--- src/rtl/div_unit_if.sv ---
// Start/done handshake and operand/result bus between the control unit and div_unit.
// DIV_UNSIGNED_EN adds the is_unsigned request qualifier.
interface div_unit_if #(
   parameter int unsigned WIDTH = 32
);
   logic             start;
   logic [WIDTH-1:0] dividend;
   logic [WIDTH-1:0] divisor;
`ifdef DIV_UNSIGNED_EN
   logic             is_unsigned;
`endif
   logic             busy;
   logic             done;
   logic             div_zero;
   logic [WIDTH-1:0] hi_out;
   logic [WIDTH-1:0] lo_out;

`ifdef DIV_UNSIGNED_EN
   modport master (output start, dividend, divisor, is_unsigned,
                   input  busy, done, div_zero, hi_out, lo_out);
   modport slave  (input  start, dividend, divisor, is_unsigned,
                   output busy, done, div_zero, hi_out, lo_out);
`else
   modport master (output start, dividend, divisor,
                   input  busy, done, div_zero, hi_out, lo_out);
   modport slave  (input  start, dividend, divisor,
                   output busy, done, div_zero, hi_out, lo_out);
`endif
endinterface

--- src/rtl/div_unit.sv ---
// Multi-cycle restoring divider: signed 32-bit quotient (lo_out) and remainder (hi_out).
// Optional unsigned mode (divu) is enabled with DIV_UNSIGNED_EN.
module div_unit #(
   parameter int unsigned WIDTH = 32,
   parameter int unsigned ITER  = 32
) (
   input  logic      clk,
   input  logic      reset,
   div_unit_if.slave bus
);
   localparam int unsigned CW = $clog2(ITER);

   typedef enum logic [1:0] {IDLE, CALC, FINISH} state_t;

   state_t           state, state_nxt;
   logic [CW-1:0]    count;
   logic [WIDTH-1:0] rem;
   logic [WIDTH-1:0] quo;
   logic [WIDTH-1:0] dvsr;
   logic             q_neg, r_neg;

   logic             signed_op;
   logic             a_neg, b_neg;
   logic [WIDTH-1:0] a_mag, b_mag;
   logic [WIDTH:0]   shifted;
   logic             ge;
   logic [WIDTH-1:0] rem_nxt, quo_nxt;
   logic             accept, zero_hit, last;

`ifdef DIV_UNSIGNED_EN
   assign signed_op = ~bus.is_unsigned;
`else
   assign signed_op = 1'b1;
`endif

   // Magnitudes are unsigned, so 0x80000000 becomes 2^31 without overflow.
   always_comb begin
      a_neg = signed_op & bus.dividend[WIDTH-1];
      b_neg = signed_op & bus.divisor[WIDTH-1];
      a_mag = a_neg ? -bus.dividend : bus.dividend;
      b_mag = b_neg ? -bus.divisor  : bus.divisor;
   end

   // One restoring step; the 33-bit compare covers the carry out of the shift.
   always_comb begin
      shifted = {rem, quo[WIDTH-1]};
      ge      = shifted >= {1'b0, dvsr};
      rem_nxt = ge ? WIDTH'(shifted - {1'b0, dvsr}) : shifted[WIDTH-1:0];
      quo_nxt = {quo[WIDTH-2:0], ge};
   end

   always_comb begin
      state_nxt = state;
      accept    = 1'b0;
      zero_hit  = 1'b0;
      last      = 1'b0;
      unique case (state)
         IDLE: begin
            if (bus.start) begin
               if (bus.divisor == '0) begin
                  zero_hit = 1'b1;
               end else begin
                  accept    = 1'b1;
                  state_nxt = CALC;
               end
            end
         end
         CALC: begin
            if (count == CW'(ITER - 1)) begin
               last      = 1'b1;
               state_nxt = FINISH;
            end
         end
         FINISH:  state_nxt = IDLE;
         default: state_nxt = IDLE;
      endcase
   end

   always_ff @(posedge clk) begin
      if (reset) state <= IDLE;
      else       state <= state_nxt;
   end

   always_ff @(posedge clk) begin
      if (reset) begin
         count        <= '0;
         rem          <= '0;
         quo          <= '0;
         dvsr         <= '0;
         q_neg        <= 1'b0;
         r_neg        <= 1'b0;
         bus.busy     <= 1'b0;
         bus.done     <= 1'b0;
         bus.div_zero <= 1'b0;
         bus.hi_out   <= '0;
         bus.lo_out   <= '0;
      end else begin
         bus.busy     <= (state_nxt == CALC);
         bus.done     <= last;
         bus.div_zero <= zero_hit;
         if (accept) begin
            count <= '0;
            rem   <= '0;
            quo   <= a_mag;
            dvsr  <= b_mag;
            q_neg <= a_neg ^ b_neg;
            r_neg <= a_neg;
         end else if (state == CALC) begin
            count <= count + 1'b1;
            rem   <= rem_nxt;
            quo   <= quo_nxt;
         end
         // Results are taken straight from the final step so they are valid with done.
         if (last) begin
            bus.lo_out <= q_neg ? -quo_nxt : quo_nxt;
            bus.hi_out <= r_neg ? -rem_nxt : rem_nxt;
         end
      end
   end
endmodule

--- src/flat_wrapper.sv ---
// flat-port wrapper written by rule: the top's interface ports become plain ports
module div_unit_flat 
#(
   parameter int unsigned WIDTH = 32,
   parameter int unsigned ITER  = 32
)
  (clk, reset, bus_start, bus_dividend, bus_divisor, bus_busy, bus_done, bus_div_zero, bus_hi_out, bus_lo_out);
  div_unit_if #(.WIDTH(WIDTH)) bus_i ();
  input  logic clk;
  input  logic reset;
  input wire logic [$bits(bus_i.start)-1:0] bus_start;
  input wire logic [$bits(bus_i.dividend)-1:0] bus_dividend;
  input wire logic [$bits(bus_i.divisor)-1:0] bus_divisor;
  output wire logic [$bits(bus_i.busy)-1:0] bus_busy;
  output wire logic [$bits(bus_i.done)-1:0] bus_done;
  output wire logic [$bits(bus_i.div_zero)-1:0] bus_div_zero;
  output wire logic [$bits(bus_i.hi_out)-1:0] bus_hi_out;
  output wire logic [$bits(bus_i.lo_out)-1:0] bus_lo_out;
  assign bus_i.start = bus_start;
  assign bus_i.dividend = bus_dividend;
  assign bus_i.divisor = bus_divisor;
  assign bus_busy = bus_i.busy;
  assign bus_done = bus_i.done;
  assign bus_div_zero = bus_i.div_zero;
  assign bus_hi_out = bus_i.hi_out;
  assign bus_lo_out = bus_i.lo_out;
  div_unit #(.WIDTH(WIDTH), .ITER(ITER)) u_core (.clk(clk), .reset(reset), .bus(bus_i));
endmodule
--- config.mk ---
export PLATFORM = sky130hd
export DESIGN_NAME = div_unit_flat
export DESIGN_NICKNAME = d
export VERILOG_FILES = /design/src/rtl/div_unit_if.sv /design/src/rtl/div_unit.sv /design/src/flat_wrapper.sv
export SDC_FILE = /design/constraint.sdc
export NUM_CORES = 1
export LEC_CHECK = 0
export CORE_MARGIN = 4
export CORE_UTILIZATION = 40
export CTS_CLUSTER_DIAMETER = 120
export CTS_CLUSTER_SIZE = 20
export DETAILED_ROUTE_END_ITERATION = 7
export GPL_TIMING_DRIVEN = 0
export SYNTH_ARGS = -nofsm -noshare
export SYNTH_HDL_FRONTEND = slang
export SYNTH_SLANG_ARGS = --single-unit
--- constraint.sdc ---
create_clock -name clk -period 4.4 [get_ports clk]
set_clock_uncertainty 0.05 [all_clocks]
set_input_delay 0.88 -clock clk [delete_from_list [all_inputs] [get_ports clk]]
set_output_delay 0.88 -clock clk [all_outputs]
set_load 0.1 [all_outputs]
==> impl_results.md <==
* Summed instance area of the synthesized netlist at 11400 um2
* Finished layout cell area at 14200 um2
* CTS Root Buffer Type: sky130_fd_sc_hd__clkbuf_16
* Number of enable-type register cells in the synthesized netlist at 0
* Drt initial violations at 1036
* Standard cell core area at 27900 um2
* Highest ir drop seen on vdd at 0.286 mV
* Finish-stage setup viols at 0
* Unrepaired setup endpoints after global routing: no
* Clock insertion delay at the later pin of the skew report at 0.44 ns
* Number of distinct library cells after synthesis at 79
* Maximum root-to-sink buffer count at 2
* Cells taking the most area after synthesis: sky130_fd_sc_hd__dfxtp_1 (30%), sky130_fd_sc_hd__nand2_1 (6.2%), sky130_fd_sc_hd__nor2_1 (5.9%), sky130_fd_sc_hd__xnor2_1 (5.9%), sky130_fd_sc_hd__a211oi_1 (5.8%)
* Critical-path maximum fanout at 19
* Total Neg Setup Slack at 0 ns
* Weighted congestion reported at the end of routability-driven placement at 0.918
* Layout net count at 1750
* Detailed placer's ending HPWL at 32.5 mm
* Launching element type of the critical path: register
* H-tree level count at 4
* Most used cells in the layout excluding fill and tap cells: sky130_fd_sc_hd__nand2_1 (187), sky130_fd_sc_hd__nor2_1 (180), sky130_fd_sc_hd__dfxtp_1 (163)
* DIE AREA at 31200 um2
* Horizontal extent of the die at 177 um
* Fmax at 0.235 GHz
* # clock sinks at 172
* Number of iterations in the first detailed-routing pass at 7
* Flip-flop cell with the highest count after synthesis: sky130_fd_sc_hd__dfxtp_1
* TritonCTS clock tree: yes
* Hold wc startpoint: u_core.bus.hi_out[19]
* Layout Area Growth over Synthesis at 25.0%
* Via-to-Cell Ratio at 5.80
* Setup crit start: u_core.rem[11]
* Via count at 11800
* CP Capture Type: register
* # fillers at 2805
* Post-place setup slack at -1.11 ns
* Async S/R FF share, synth at 0%
* Register-to-register path setup slack at 0.14 ns
* Total number of placement rows at 61
* Final Cycle Share at 96.8%
* Final core occ at 50.9%
* Instance count along the most critical hold path at 2
* Minimum clock period after layout at 4.26 ns
* Class of the tightest hold or removal check: reg -> reg
* Final antenna diode count at 0
* Port buffer count at 132
* Total clock buffers created by CTS at 17
* Vias in the first global route at 11100
* Post-synthesis sequential area ratio at 30.3%
* Wire per inst at 20.4 um
* Worst max-slew margin expressed relative to the limit at 31.9%
* Fraction of layout cells with a size suffix above 1 at 8.70%
* I/O pin count at 134
* Power per standard cell area at 389 nW/um2
* Overall overflow remaining after global route at 0
* Synthesis-stage register bit count at 172
* Overall track demand over capacity in global routing at 26.2%
* Max-cap check violation count at 0
* Cells after Synth at 1488
* Critical R2R Launch: u_core.rem[11]
* Hold Crit Endpoint: u_core.bus.hi_out[19]
* Number of synthesis warnings at 0
* Worst setup path category: reg -> reg
* Synth area leader: sky130_fd_sc_hd__dfxtp_1
* Number of nets with antenna violations after routing at 0
* Initial standard-cell utilization of the core at 40.7%
* Worst-Margin Slew at 1.02 ns
* Clock-pin transition on the worst setup and hold timing paths at 0.07 ns
* Critical path data required time at 4.65 ns
* Share of the synthesized area in the top cell type at 30.3%
* Number of max-slew violations in the final report at 0
* Antenna violations before repair at 1
* Global-route wire length before repair at 64.3 mm
* Arrival time worst endpoint at 4.51 ns
* Endpoints failing hold at 0
* Total leakage power at 4.98 nW
* Worst R2R End: u_core.bus.lo_out[28]
* Wirelength, routed at 41.4 mm
* Most common cell after layout, fill and taps aside: sky130_fd_sc_hd__nand2_1
* Placed inst area at 13200 um2
* Number of hold-repair buffers added at the cts stage at 0
* Result of the run: finished, final reports clean
* Number of design rule violations left after detail routing at 0
* Total nets after synthesis at 1594
* Logic depth of the worst register-to-register path at 16
* Pin count of the biggest net entering global routing at 20
* Average cell area after synthesis at 7.65 um2
* Vertical die dimension at 177 um
* Worst hold slack after final layout at 0.403 ns
* Final worst setup slack at 0.143 ns
## Yosys cell counts, types with 25 or more instances
master and count:
sky130_fd_sc_hd__xor2_1 53, sky130_fd_sc_hd__o21ai_0 73, sky130_fd_sc_hd__inv_1 53, sky130_fd_sc_hd__xnor2_1 76, sky130_fd_sc_hd__o31ai_1 31, sky130_fd_sc_hd__nand3_1 25, sky130_fd_sc_hd__dfxtp_1 172, sky130_fd_sc_hd__nor2_1 180
sky130_fd_sc_hd__a311oi_1 28, sky130_fd_sc_hd__a211oi_1 88, sky130_fd_sc_hd__a21oi_1 88, sky130_fd_sc_hd__nand2_1 189, sky130_fd_sc_hd__ha_1 38, sky130_fd_sc_hd__clkbuf_1 84
## stage by stage
stage,cells,total power (W)
2_1_floorplan,1488,0.00313
3_3_place_gp,1998,0.00372
3_5_place_dp,1998,0.00374
4_1_cts,2027,0.00544
5_1_grt,2033,0.00581
6_report,2033,0.00553
## metal layers
layer | GRT usage [%] | vias up | wire length (um)
li1 | - | 5687 | -
met1 | 35.8 | 5643 | 18600
met2 | 43.3 | 395 | 19300
met3 | 3.23 | 70 | 2200
met4 | 7.90 | 2 | 1220
met5 | 0 | - | 34
## what timing repair did
item / in CTS / in global routing
endpoints found under the setup margin: 99 / 72
pin swaps: 11 / 16
gates resized for setup: 56 / 45
hold endpoints to repair: 0 / 0
setup buffers: 8 / 10
## worst max-delay path by stage
stage | to | slack, ns | cells past startpoint
2_1_floorplan | u_core.bus.hi_out[28] | 0.007 | 21
3_3_place_gp | u_core.quo[28] | -1.08 | 14
3_5_place_dp | u_core.quo[28] | -1.11 | 14
4_1_cts | u_core.bus.lo_out[28] | 0.008 | 18
5_1_grt | u_core.bus.lo_out[26] | 0.002 | 18
6_report | u_core.bus.lo_out[28] | 0.14 | 16
## report_power, final
part	leakage, nW	switching [W]	internal (W)
registers	1.41	0.0000919	0.00164
clock network	0.286	0.000692	0.000910
logic	3.29	0.00135	0.000855
total	4.98	0.00213	0.00340
## cell type report
| cell class | count | area, um2 | share of cell area [%] |
|---|---|---|---|
| Inverter | 55 | 206 | 1.45 |
| Multi-Input combinational cell | 1166 | 7640 | 53.8 |
| Timing Repair Buffer | 150 | 1460 | 10.2 |
| Clock buffer | 18 | 439 | 3.09 |
| Sequential cell | 172 | 3450 | 24.3 |
| Buffer | 82 | 384 | 2.70 |
| Tap cell | 378 | 473 | 3.33 |
| Clock inverter | 12 | 161 | 1.14 |
## cells by family (layout without fill, tap and decap cells)
family | after synthesis | in the layout | share of synthesized area [%]
and+or+nand+nor | 545 | 545 | 22.2
muxes | 29 | 29 | 2.62
AOI/OAI and AO/OA | 424 | 424 | 25.6
xor gates and xnor gates | 129 | 129 | 9.93
buffers and inverters | 150 | 317 | 5.05
DFF | 172 | 172 | 30.3
adders and majority gates | 39 | 39 | 4.36
## state kept, by name (all words and copies together), names as in the netlist
register / count
u_core.bus.hi_out: 32
u_core.bus.lo_out: 32
u_core.dvsr: 32
u_core.quo: 32
u_core.rem: 32
u_core.count: 5
u_core.state: 2
u_core.bus.busy: 1
u_core.bus.div_zero: 1
u_core.bus.done: 1
u_core.q_neg: 1
u_core.r_neg: 1
## critical path: stages, from the launching register on
cell and delay (ns):
sky130_fd_sc_hd__dfxtp_1 0.42, sky130_fd_sc_hd__ha_2 0.37, sky130_fd_sc_hd__and3_1 0.21, sky130_fd_sc_hd__a311oi_2 0.38, sky130_fd_sc_hd__a21o_1 0.21, sky130_fd_sc_hd__a21bo_4 0.16
sky130_fd_sc_hd__nand2_8 0.08, sky130_fd_sc_hd__inv_2 0.08, sky130_fd_sc_hd__buf_12 0.17, sky130_fd_sc_hd__clkbuf_16 0.19, sky130_fd_sc_hd__ha_2 0.23, sky130_fd_sc_hd__nand3_2 0.12
sky130_fd_sc_hd__or3_4 0.41, sky130_fd_sc_hd__or4_4 0.48, sky130_fd_sc_hd__o41ai_4 0.25, sky130_fd_sc_hd__xor2_1 0.22, sky130_fd_sc_hd__a211oi_2 0.09
Note: power is estimated with default switching activity, not from simulation.
